<file path="src/rtl/pe_recip_pkg.sv">
// rtl/pe_recip_pkg.sv - shared constants and types for the PE reciprocal table and its index search
package pe_recip_pkg;

  localparam int IDX_W  = 8;
  localparam int VAL_W  = 16;
  localparam int IDX_LO = 3;
  localparam int IDX_HI = 255;

  typedef enum logic [1:0] {
    IDLE   = 2'd0,
    SEARCH = 2'd1,
    CHECK  = 2'd2,
    DONE   = 2'd3
  } search_state_e;

  typedef struct packed {
    logic [IDX_W-1:0] index;
    logic             exact;
    logic             miss;
  } recip_result_t;

endpackage

</file>
<file path="src/rtl/recip_index_search.sv">
// rtl/recip_index_search.sv - finds the smallest table index whose reciprocal entry is <= key
// Binary search over the strictly decreasing region of the PE reciprocal table, one probe per cycle.
module recip_index_search #(
  parameter int IDX_W  = pe_recip_pkg::IDX_W,
  parameter int VAL_W  = pe_recip_pkg::VAL_W,
  parameter int IDX_LO = pe_recip_pkg::IDX_LO,
  parameter int IDX_HI = pe_recip_pkg::IDX_HI
) (
  input  logic             clk,
  input  logic             rst_n,
  input  logic             in_valid,
  output logic             in_ready,
  input  logic [VAL_W-1:0] in_key,
  output logic             out_valid,
  input  logic             out_ready,
  output logic [IDX_W-1:0] out_index,
  output logic             out_exact,
  output logic             out_miss,
  output logic             tab_enable,
  output logic [IDX_W-1:0] tab_index,
  input  logic [VAL_W-1:0] tab_value
);

  import pe_recip_pkg::*;

  search_state_e    state;
  logic [VAL_W-1:0] key;
  logic [IDX_W-1:0] lo;
  logic [IDX_W-1:0] hi;
  logic [IDX_W:0]   mid_sum;
  logic [IDX_W-1:0] mid;
  recip_result_t    res;

  // Midpoint taken from a one-bit-wider sum so lo+hi never wraps.
  assign mid_sum = {1'b0, lo} + {1'b0, hi};
  assign mid     = mid_sum[IDX_W:1];

  assign out_index = res.index;
  assign out_exact = res.exact;
  assign out_miss  = res.miss;

  always_comb begin
    tab_enable = 1'b0;
    tab_index  = '0;
    case (state)
      SEARCH: begin
        if (lo != hi) begin
          tab_enable = 1'b1;
          tab_index  = mid;
        end
      end
      CHECK: begin
        tab_enable = 1'b1;
        tab_index  = lo;
      end
      default: ;
    endcase
  end

  always_ff @(posedge clk or negedge rst_n) begin
    if (!rst_n) begin
      state     <= IDLE;
      key       <= '0;
      lo        <= '0;
      hi        <= '0;
      res       <= '0;
      in_ready  <= 1'b1;
      out_valid <= 1'b0;
    end else begin
      case (state)
        IDLE: begin
          if (in_valid) begin
            key      <= in_key;
            lo       <= IDX_W'(IDX_LO);
            hi       <= IDX_W'(IDX_HI);
            in_ready <= 1'b0;
            state    <= SEARCH;
          end
        end
        SEARCH: begin
          if (lo == hi) begin
            state <= CHECK;
          end else if (tab_value <= key) begin
            hi <= mid;
          end else begin
            lo <= mid + IDX_W'(1);
          end
        end
        CHECK: begin
          // The final probe tells apart an exact hit, a plain hit and a key below the whole range.
          res.index <= lo;
          res.exact <= (tab_value == key);
          res.miss  <= (tab_value > key);
          out_valid <= 1'b1;
          state     <= DONE;
        end
        DONE: begin
          if (out_ready) begin
            out_valid <= 1'b0;
            in_ready  <= 1'b1;
            state     <= IDLE;
          end
        end
        default: state <= IDLE;
      endcase
    end
  end

endmodule

</file>
<file path="config.mk">
export PLATFORM = sky130hd
export DESIGN_NAME = recip_index_search
export DESIGN_NICKNAME = d
export VERILOG_FILES = /design/src/rtl/pe_recip_pkg.sv /design/src/rtl/recip_index_search.sv
export SDC_FILE = /design/constraint.sdc
export NUM_CORES = 1
export LEC_CHECK = 0
export ABC_AREA = 0
export CORE_UTILIZATION = 56
export DETAILED_ROUTE_END_ITERATION = 8
export GPL_ROUTABILITY_DRIVEN = 0
export GPL_TIMING_DRIVEN = 0
export MAX_ROUTING_LAYER = met4
export PLACE_DENSITY_LB_ADDON = 0.25
export SLEW_MARGIN = 25
export SYNTH_ARGS = -nofsm -noshare
export SYNTH_HDL_FRONTEND = slang
export SYNTH_SLANG_ARGS = --single-unit
</file>
<file path="constraint.sdc">
create_clock -name clk -period 6.53 [get_ports clk]
set_clock_uncertainty 0.05 [all_clocks]
set_input_delay 0.653 -clock clk [delete_from_list [all_inputs] [get_ports clk]]
set_output_delay 0.653 -clock clk [all_outputs]
set_load 0.01 [all_outputs]
</file>
Yosys cells after proc, flatten, opt, wreduce, memory -nomap -nowiden --
Cells that the tools add are included.
Operators by class: add/sub/neg operators 2, magnitude comparators 2, eq/ne operators 12, muxes and demuxes 21, reduce and logical (&&, ||, !) cells 10
Operators with widths (number):
- two-way mux 8 bit | 7
- case mux 8 bit (2 select lines) | 3
- equality test 16 bit | 1
- greater-than comparator 16 bit | 1
- less-or-equal comparator 16 bit | 1
- != test 2 bit, second input constant | 6
- adder 8 x 8 -> 9 bit | 1
- adder 8 x 1 -> 8 bit, second input constant | 1
- equality test 8 bit | 1
- != test 8 bit | 1
- case mux 2 bit (4 select lines) | 1
- AND reduction 4 bit | 2
- two-way mux 2 bit | 3
- case mux 1 bit (2 select lines) | 3
- AND reduction 3 bit | 2
- nonzero test 2 bit | 3
- equality test 2 bit, second input constant | 2
- two-way mux 1 bit | 4
- AND reduction 2 bit | 2
- equality test 2 x 1 -> 1 bit, second input constant | 1
- logical NOT 2 bit | 1
Word-level totals: flip-flop bits (word level) 46, bits of input ports 36, output and inout port bits 21, word-level logic and storage cells 56

Depth between registers and ports, before layout --
Gate-level depths: netlist of the first run.
word-level depth 5, depth in mapped cells 10, mapped depth without buffers 10

Worst setup path after synthesis of the first run --
Ideal clock, no wire load.
path type register to output, start reg lo[0], end out tab_index[5], data arrival time 2.068 ns, data required time 5.827 ns, slack 3.759 ns, cell stages (with the launch flop) 10, buffers on the path 0, cells stage by stage dfrtp_1 > ha_1 > inv_1 > fa_1 > nand2b_2 > a21boi_2 > nor4_2 > a311oi_2 > o21ai_0 > and2_1
On the way: word-level cells in the longest chain between the ends 3, elaborated cells on any way between the ends 4
RTL lines:
- start, declared | RTL line recip_index_search.sv:28 | logic [IDX_W-1:0] lo;
- start signal, assigned | RTL line recip_index_search.sv:74 | lo <= IDX_W'(IDX_LO);
- start signal, assigned | RTL line recip_index_search.sv:86 | lo <= mid + IDX_W'(1);
- adder 8 x 8 -> 9 bit or != test 8 bit (tied branches) | RTL line recip_index_search.sv:35, recip_index_search.sv:47
- two-way mux 8 bit * | RTL line recip_index_search.sv:47 | if (lo != hi) begin
- case mux 8 bit (2 select lines) * | RTL line recip_index_search.sv:45 | case (state)
- end, declared | RTL line recip_index_search.sv:20 | output logic [IDX_W-1:0] tab_index,
Every way passes the cells marked *; elsewhere a longest branch is shown, timed or not.

Worst setup path after layout of the first run --
Ends and elaborated chain as after synthesis.

==> results.toml, run 1 <==
[outcome]
outcome = "completed"

[clock_network]
htreeDepth = 2
clk_path_buf_depth = 2
tritoncts = "built"
clk_latency_ps = 300
numCtsBuffers = 5
cts-root-buf = "clkbuf_8"
cts.repair.resized = 0
clock_sink_count = 46
hold_buffers = 0
clkTransAtPathRegs_ps = 90
postCtsSetupRepairBufs = 0

[pwr]
p_leak_nw = 1.66
power_density_mw_per_mm2 = 550
total_power_mw = 2.05
ir_drop_mv = 0.296

[yosys]
dominantRegCellSynth = "dfrtp_1"
yosysWarnings = 0
ys_ff_latch = 46
syn_area_sq_mm = 0.00297
synth-async-reset-ratio_pct = 100
synthCells = 299
synth_top_area_share_pct = 37.9
synth_nets = 365
yosysSeqAreaShare_pct = 38.8
syn_area_per_cell_sq_um = 9.93
synthDistinctLibCells = 60
synth_area_leaders = "dfrtp_1 38%, ha_1 12%, mux2_2 6.1%, inv_1 4.8%, a21oi_1 3.4%"
synth.largest_area_cell = "dfrtp_1"
synth-edff-count = 0

[finish]
finalInstanceArea_sq_mm = 0.00373
drive_above_1_share_pct = 13.2
final_cell_mix = "55 x clkdlybuf4s50_1, 45 x dfrtp_1, 38 x inv_1"
area_growth_syn_to_layout_pct = 25.5
mostFrequentLayoutCell = "clkdlybuf4s50_1"
postLayoutCoreUtil_pct = 73.0
nets = 429
n_antenna_cell = 0
stdcell_count = 434

[placement]
portBuffers = 56
dp_hpwl_mm = 5.17
place_area_sq_mm = 0.00363
dp_cells = 426

[die]
die_w_um = 74.8
dieHeight_um = 74.8
ios = 57
rows = 26
die-area_sq_mm = 0.00560
start_util_pct = 58.1
core_sq_mm = 0.00511

[worst_hold_path]
hp-class = "input pin to async pin"

[setup_path]
cp_slowest_cell = "a311oi_2"
path_buf_inv = 2
critPathKind = "register to output port"
path_cells = "ha_1 -> inv_1 -> fa_1 -> nand2b_2 -> a21boi_2 -> nor4_2 -> a311oi_2 -> o21ai_0 -> and2_1 -> clkdlybuf4s50_1"
slowest_delay_ps = 530
cp.required_ps = 5830
cp.arrival_ps = 3090
cp-end-kind = "output port"
cp_max_fo = 6
crit_family = "compound AO/OA/AOI/OAI gates"
critPathLaunchType = "register"

[route]
drc_errors = 0
drt_iter0_drc = 145
num_vias = 2408
drt-pass1-iter-count = 4
detail_route.vias_per_cell = 5.55
routed_wirelength_mm = 6.70
ant_nets = 0
wl_per_cell_um = 15.4

[grt]
grt_pass1_wl_mm = 11.1
grt_max_degree = 25
gr-usage-all-layers_pct = 27.5
grtUsageMet2_pct = 45.7
overflow = 0
antenna_found_initial = 0
grtUsageMet1_pct = 34.9
grt_pass1_vias = 2406
busiest_layer = "met2"
grt_util_met3_pct = 4.02

[sta]
min_period_ps = 3790
drv_slew = 0
slew_headroom_pct = 59.5
rsz0062_at_grt = "false"
fmax_mhz = 264
setup_violations = 0
finalSetupTns_ps = 0
tightest_slew_ps = 604
fin_crit_sh_pct = 58.0
hold_viol = 0

[run]
maxCapViolCount = 0
==> metrics by stage <==
step	hold WS [ps]	setup slack [ps]
finish	277	2740
floorplan	307	3760
detailed placement	446	3090
global placement	439	3070
global route	310	2540
CTS	292	2740
==> cells by family (layout without fill, tap and decap cells) <==
logic type / count (synthesis) / after routing / synth area share [%]
XOR/XNOR: 10 / 10 / 3.20
flip-flops: 46 / 46 / 38.8
AND/OR/NAND/NOR: 71 / 71 / 12.9
buffers and inverters: 46 / 111 / 6.62
AO/OA/AOI/OAI: 77 / 77 / 18.5
multiplexers: 19 / 19 / 7.08
adder cells (fa/ha/maj): 30 / 30 / 12.9
==> worst reg2reg max path: cells and delay by family (launching register included) <==
family / cells / cell delay, ps
AND/OR/NAND/NOR: 2 / 410
buffers and inverters: 1 / 50
AO/OA/AOI/OAI: 4 / 820
flip-flops: 1 / 380
adder cells (fa/ha/maj): 2 / 550
XOR/XNOR: 1 / 310
==> synth_stat cells (5+ instances only) <==
master and instances:
a21oi_1 20, a21o_1 5, xnor2_1 6, nand3_1 9
inv_1 38, nor2_1 10, and2_1 6, mux2_2 16
nand4_1 6, ha_1 29, dfrtp_1 45, nand2_1 20
o21ai_0 19
==> metal layers <==
metal  vias to the layer above  share of wire, %
met1                      1146                44
met5                         -                 0
li1                       1184                 -
met3                         9               5.5
met4                         0               1.4
met2                        69                49
==> registers in the layout (all words and copies together) (netlist names) <==
register	flops
key	16
lo	8
out_valid	1
out_exact	1
hi	8
out_miss	1
state	2
in_ready	1
out_index	8
==> layout make-up <==
cell class / instances / area, sq um
Clock buffer: 6 / 82.6
Fill cell: 383 / 1380
Tap cell: 70 / 87.6
Timing Repair Buffer: 57 / 576
Clock inverter: 2 / 12.5
Sequential cell: 46 / 1150
Buffer: 8 / 53.8
Inverter: 38 / 143
Multi-Input combinational cell: 207 / 1620
==> path summary, 6_finish.rpt <==
kind | start | endpoint | slack (ps) | depth (start not counted)
min in group clk | key[7] | key[7] | 460 | 1
setup / recovery | lo[0] | tab_index[5] | 2740 | 10
hold / removal | rst_n | lo[4] | 280 | 1
hold reg to reg | key[7] | key[7] | 460 | 1
max in group asynchronous | rst_n | in_ready | 5570 | 2
setup reg to reg | lo[0] | lo[7] | 3840 | 10
==> power by group <==
| group | leakage, nW | internal [mW] | total (mW) | switching, mW |
|---|---|---|---|---|
| logic | 1.07 | 0.628 | 1.38 | 0.751 |
| clock network | 0.0472 | 0.0852 | 0.182 | 0.0968 |
| registers | 0.542 | 0.411 | 0.488 | 0.0764 |
| total | 1.66 | 1.12 | 2.05 | 0.924 |
Power figures use the tool's default switching activity.
==> inputs of run 2 (changes only) <==
CORE_UTILIZATION = 52   (was 56)
clock period = 3.5 ns   (was 6.53 ns; I/O delays follow)
==> run 2 against run 1 <==
Sequential power increased by 85%; worst hold slack improved by 180 ps; critical path depth decreased by 2; critical path type unchanged; critical endpoint is now tab_index[6].
==> results.toml, run 2 (same netlist as run 1, synthesis figures left out) <==
[finish]
nets = 433
largest_reg_flops = 16
final_cell_mix = "55 x clkdlybuf4s50_1, 45 x dfrtp_1, 38 x inv_1"
mostFrequentLayoutCell = "clkdlybuf4s50_1"
drive_above_1_share_pct = 14.4
area_growth_syn_to_layout_pct = 27.7
top_register = "key"
n_antenna_cell = 0
postLayoutCoreUtil_pct = 68.8

[setup_path]
reg2reg_slack_ps = 700
r2r-end = "lo[7]"
r2r-start = "lo[0]"
cp_slowest_cell = "clkdlybuf4s50_1"
worstRegToRegCells = 10
slowest_delay_ps = 590
path_cells = "ha_1 -> a21oi_1 -> nand3_1 -> a31oi_2 -> xnor2_1 -> nand2_1 -> a21boi_0 -> clkdlybuf4s50_1"
cp_max_fo = 6
critPathLaunchType = "register"
cp.arrival_ps = 2980
cp-end-kind = "output port"
cp.required_ps = 3100
critPathKind = "register to output port"

[clock_network]
htreeDepth = 2
numCtsBuffers = 5
clk_path_buf_depth = 2
clkTransAtPathRegs_ps = 90
tritoncts = "built"
cts-root-buf = "clkbuf_8"
clock_sink_count = 46
clk_latency_ps = 300

[route]
num_vias = 2394
drc_errors = 0
detail_route.vias_per_cell = 5.44
ant_nets = 0
drt-pass1-iter-count = 4
drt_iter0_drc = 173
routed_wirelength_mm = 6.58
wl_per_cell_um = 15.0

[die]
ios = 57
core_sq_mm = 0.00551
rows = 27
dieHeight_um = 77.6
die_w_um = 77.6
die-area_sq_mm = 0.00602
start_util_pct = 53.9

[worst_hold_path]
hold_start = "key[12]"
hold_path_depth = 1
hp-class = "register to register"
holdPathEnd = "key[12]"

[grt]
grt_pass1_wl_mm = 11.2
gr-usage-all-layers_pct = 24.7
grt_pass1_vias = 2393
antenna_found_initial = 0
grt_max_degree = 26
overflow = 0

[sta]
fin_crit_sh_pct = 96.7
slew_headroom_pct = 58.6
setup_violations = 0
drv_slew = 0
min_period_ps = 3380
rsz0062_at_grt = "true"
fmax_mhz = 296
tightest_slew_ps = 616
hold_viol = 0
setup_ws_ps = 116

[pwr]
ir_drop_mv = 0.675
power_density_mw_per_mm2 = 1050
p_leak_nw = 1.69

[placement]
place_ws_ps = 292
dp_hpwl_mm = 5.09
portBuffers = 56

[outcome]
outcome = "completed"

[run]
maxCapViolCount = 0
## run 2: how the worst max path moves through the flow
stage,from,end,cells past startpoint
floorplan,lo[0],tab_index[5],9
global placement,lo[0],tab_index[5],10
detailed placement,lo[0],tab_index[5],10
CTS,lo[0],tab_index[5],10
global route,lo[0],tab_index[5],10
finish,lo[4],tab_index[6],8
## run 2: metal layers
metal / global-route usage [%] / up-vias / wire length (um)
met2: 38.9 / 65 / 3080
met5: - / - / 0
met1: 32.3 / 1130 / 3160
met3: 4.00 / 13 / 245
met4: 8.49 / 0 / 97
li1: - / 1186 / -
## run 2: timing repair
item	in CTS	in global routing
buffers inserted	0	3
pin swaps	1	1
resized for setup	1	3
hold buffers	1	0
hold endpoints to repair	21	0
gates cloned	0	0
endpoints found under the setup margin	1	3
## run 2: per-stage QoR
stage	hold WS (ps)	TNS [ps]	cell area, sq um	total power [mW]	cells
floorplan	4.41	0	2970	2.73	299
global placement	439	0	3620	3.37	427
detailed placement	298	0	3630	3.48	428
CTS	463	0	3750	3.86	437
global route	483	-52.0	3790	4.31	440
finish	459	0	3790	3.97	440
## run 2: worst max-delay path, delay by kind of cell, from the launching register on
kind / cells / cell delay [ps]
xor gates and xnor gates: 1 / 230
AOI/OAI and AO/OA: 3 / 750
and+or+nand+nor: 2 / 270
adders and majority gates: 1 / 420
buffers and inverters: 1 / 590
DFF: 1 / 430
## run 2: area by class of cell
type | count | area (sq um)
repair buffers | 61 | 608
clock buffers | 6 | 82.6
clock inverters | 2 | 12.5
plain buffers | 8 | 53.8
fillers | 435 | 1720
multi-input cells | 207 | 1650
flip-flops and latches | 46 | 1150
well taps | 72 | 90.1
inverters | 38 | 143
## run 2: where the power goes
part	switching (mW)	internal, mW
Combinational	1.46	1.27
Clock	0.177	0.159
Sequential	0.134	0.767
Total	1.77	2.20
==> inputs of run 3 (changes only) <==
--- a/constraint.sdc
+++ b/constraint.sdc
@@ -3,3 +3,3 @@
 set_input_delay 0.35 -clock clk [delete_from_list [all_inputs] [get_ports clk]]
 set_output_delay 0.35 -clock clk [all_outputs]
-set_load 0.01 [all_outputs]
+set_load 0.02 [all_outputs]
==> run 3 against run 2 <==
Sequential share of layout area increased by 0.19 points; utilization decreased by 0.43 points; via count increased by 0.42%; register-to-register slack improved by 80 ps; count of clock-buffer cells in the layout unchanged; clock power about the same; global-route usage increased by 0.13 points; cell count decreased by 0.45%; combinational power about the same; highest routed layer unchanged.
==> results.toml, run 3 (same netlist as run 1, synthesis figures left out) <==
[outcome]
outcome = "completed"

[finish]
drive_above_1_share_pct = 13.7
mostFrequentLayoutCell = "clkdlybuf4s50_1"
largest_reg_flops = 16
stdcell_count = 438
area_growth_syn_to_layout_pct = 26.9
n_antenna_cell = 0
nets = 431
final_cell_mix = "54 x clkdlybuf4s50_1, 45 x dfrtp_1, 38 x inv_1"
top_register = "key"

[placement]
dp_hpwl_mm = 5.09
portBuffers = 56
dp_cells = 428

[setup_path]
cp.required_ps = 3100
cp_slowest_cell = "clkdlybuf4s50_1"
critPathKind = "register to output port"
cp.arrival_ps = 3040
slowest_delay_ps = 650
cp_max_fo = 6
critPathLaunchType = "register"
cp-end-kind = "output port"
path_cells = "ha_1 -> a21oi_1 -> nand3_1 -> a31oi_2 -> xnor2_1 -> nand2_1 -> a21boi_0 -> clkdlybuf4s50_1"

[sta]
drv_slew = 0
fmax_mhz = 291
fin_crit_sh_pct = 98.2
rsz0062_at_grt = "true"
slew_headroom_pct = 57.5
tightest_slew_ps = 633
min_period_ps = 3440
setup_violations = 0
finalSetupTns_ps = 0
hold_viol = 0

[route]
drt_iter0_drc = 154
drc_errors = 0
wl_per_cell_um = 15.0
num_vias = 2404
routed_wirelength_mm = 6.56
ant_nets = 0
drt-pass1-iter-count = 4
detail_route.vias_per_cell = 5.49

[clock_network]
clk_latency_ps = 300
numCtsBuffers = 5
htreeDepth = 2
cts-root-buf = "clkbuf_8"
clock_sink_count = 46
tritoncts = "built"
clk_path_buf_depth = 2
clkTransAtPathRegs_ps = 90

[die]
core_sq_mm = 0.00551
ios = 57
die_w_um = 77.6
rows = 27
dieHeight_um = 77.6
start_util_pct = 53.9
die-area_sq_mm = 0.00602

[grt]
overflow = 0
grt_max_degree = 26
gr-usage-all-layers_pct = 24.8
grt_pass1_vias = 2385
antenna_found_initial = 0
grt_pass1_wl_mm = 11.3

[pwr]
p_leak_nw = 1.69
ir_drop_mv = 0.655
power_density_mw_per_mm2 = 1060

[worst_hold_path]
hp-class = "register to register"

[run]
maxCapViolCount = 0
run 3: cell types whose count changed in the layout (fill, tap and decap cells not counted), sizes merged:
cell and change:
dlymetal6s2s +1, clkdlybuf4s50 -1, buf -2
run 3: layout make-up:
class | instances | area, sq um
fillers | 436 | 1740
multi-input cells | 207 | 1640
flip-flops and latches | 46 | 1150
repair buffers | 59 | 596
inverters | 38 | 143
well taps | 72 | 90.1
clock buffers | 6 | 82.6
plain buffers | 8 | 53.8
clock inverters | 2 | 12.5
run 3: worst paths after layout:
| check | from | endpoint | slack, ps | cells past startpoint |
|---|---|---|---|---|
| setup / recovery | lo[4] | tab_index[6] | 60 | 8 |
| hold / removal | key[12] | key[12] | 460 | 1 |
| setup reg to reg | lo[0] | lo[7] | 780 | 10 |
| hold reg to reg | key[12] | key[12] | 460 | 1 |
| max in group asynchronous | rst_n | in_ready | 2310 | 3 |
| min in group asynchronous | rst_n | key[4] | 500 | 2 |
run 3: metal layers:
metal | vias up | GRT usage (%) | routed length, um
met3 | 9 | 3.76 | 289
met5 | - | - | 0
li1 | 1182 | - | -
met1 | 1132 | 32.7 | 3090
met2 | 81 | 39.3 | 3100
met4 | 0 | 8.11 | 76
run 3: stage by stage:
step | utilization, % | power, mW | setup WS (ps) | hold slack [ps] | instance area (sq um)
finish | 68.4 | 3.99 | 61.5 | 459 | 3770
global route | 68.4 | 4.32 | -77.6 | 483 | 3770
CTS | 68.3 | 3.98 | 62.5 | 463 | 3760
detailed placement | 66.0 | 3.57 | 232 | 298 | 3630
global placement | 65.7 | 3.47 | 275 | 439 | 3620
floorplan | - | 2.82 | 941 | 4.41 | 2970
run 3: critical path, delay by kind of cell, from the launching register on:
family | cells | cell delay [ps]
fa+ha+maj | 1 | 410
buf+inv | 1 | 650
compound gates | 3 | 730
xor+xnor | 1 | 230
flops | 1 | 420
simple gates | 2 | 270
run 3: where the power goes:
| group | leakage [nW] | switching (mW) | total (mW) | internal, mW |
|---|---|---|---|---|
| clock network | 0.0472 | 0.177 | 0.336 | 0.159 |
| logic | 1.10 | 1.54 | 2.76 | 1.22 |
| registers | 0.542 | 0.134 | 0.901 | 0.767 |
run 3: timing repair:
| action | in CTS | in global routing |
|---|---|---|
| hold buffers | 1 | 0 |
| endpoints found under the setup margin | 1 | 4 |
| endpoints found under the hold margin | 21 | 0 |
| pin swaps | 1 | 0 |
| gates resized for setup | 1 | 2 |
| buffers inserted | 1 | 0 |
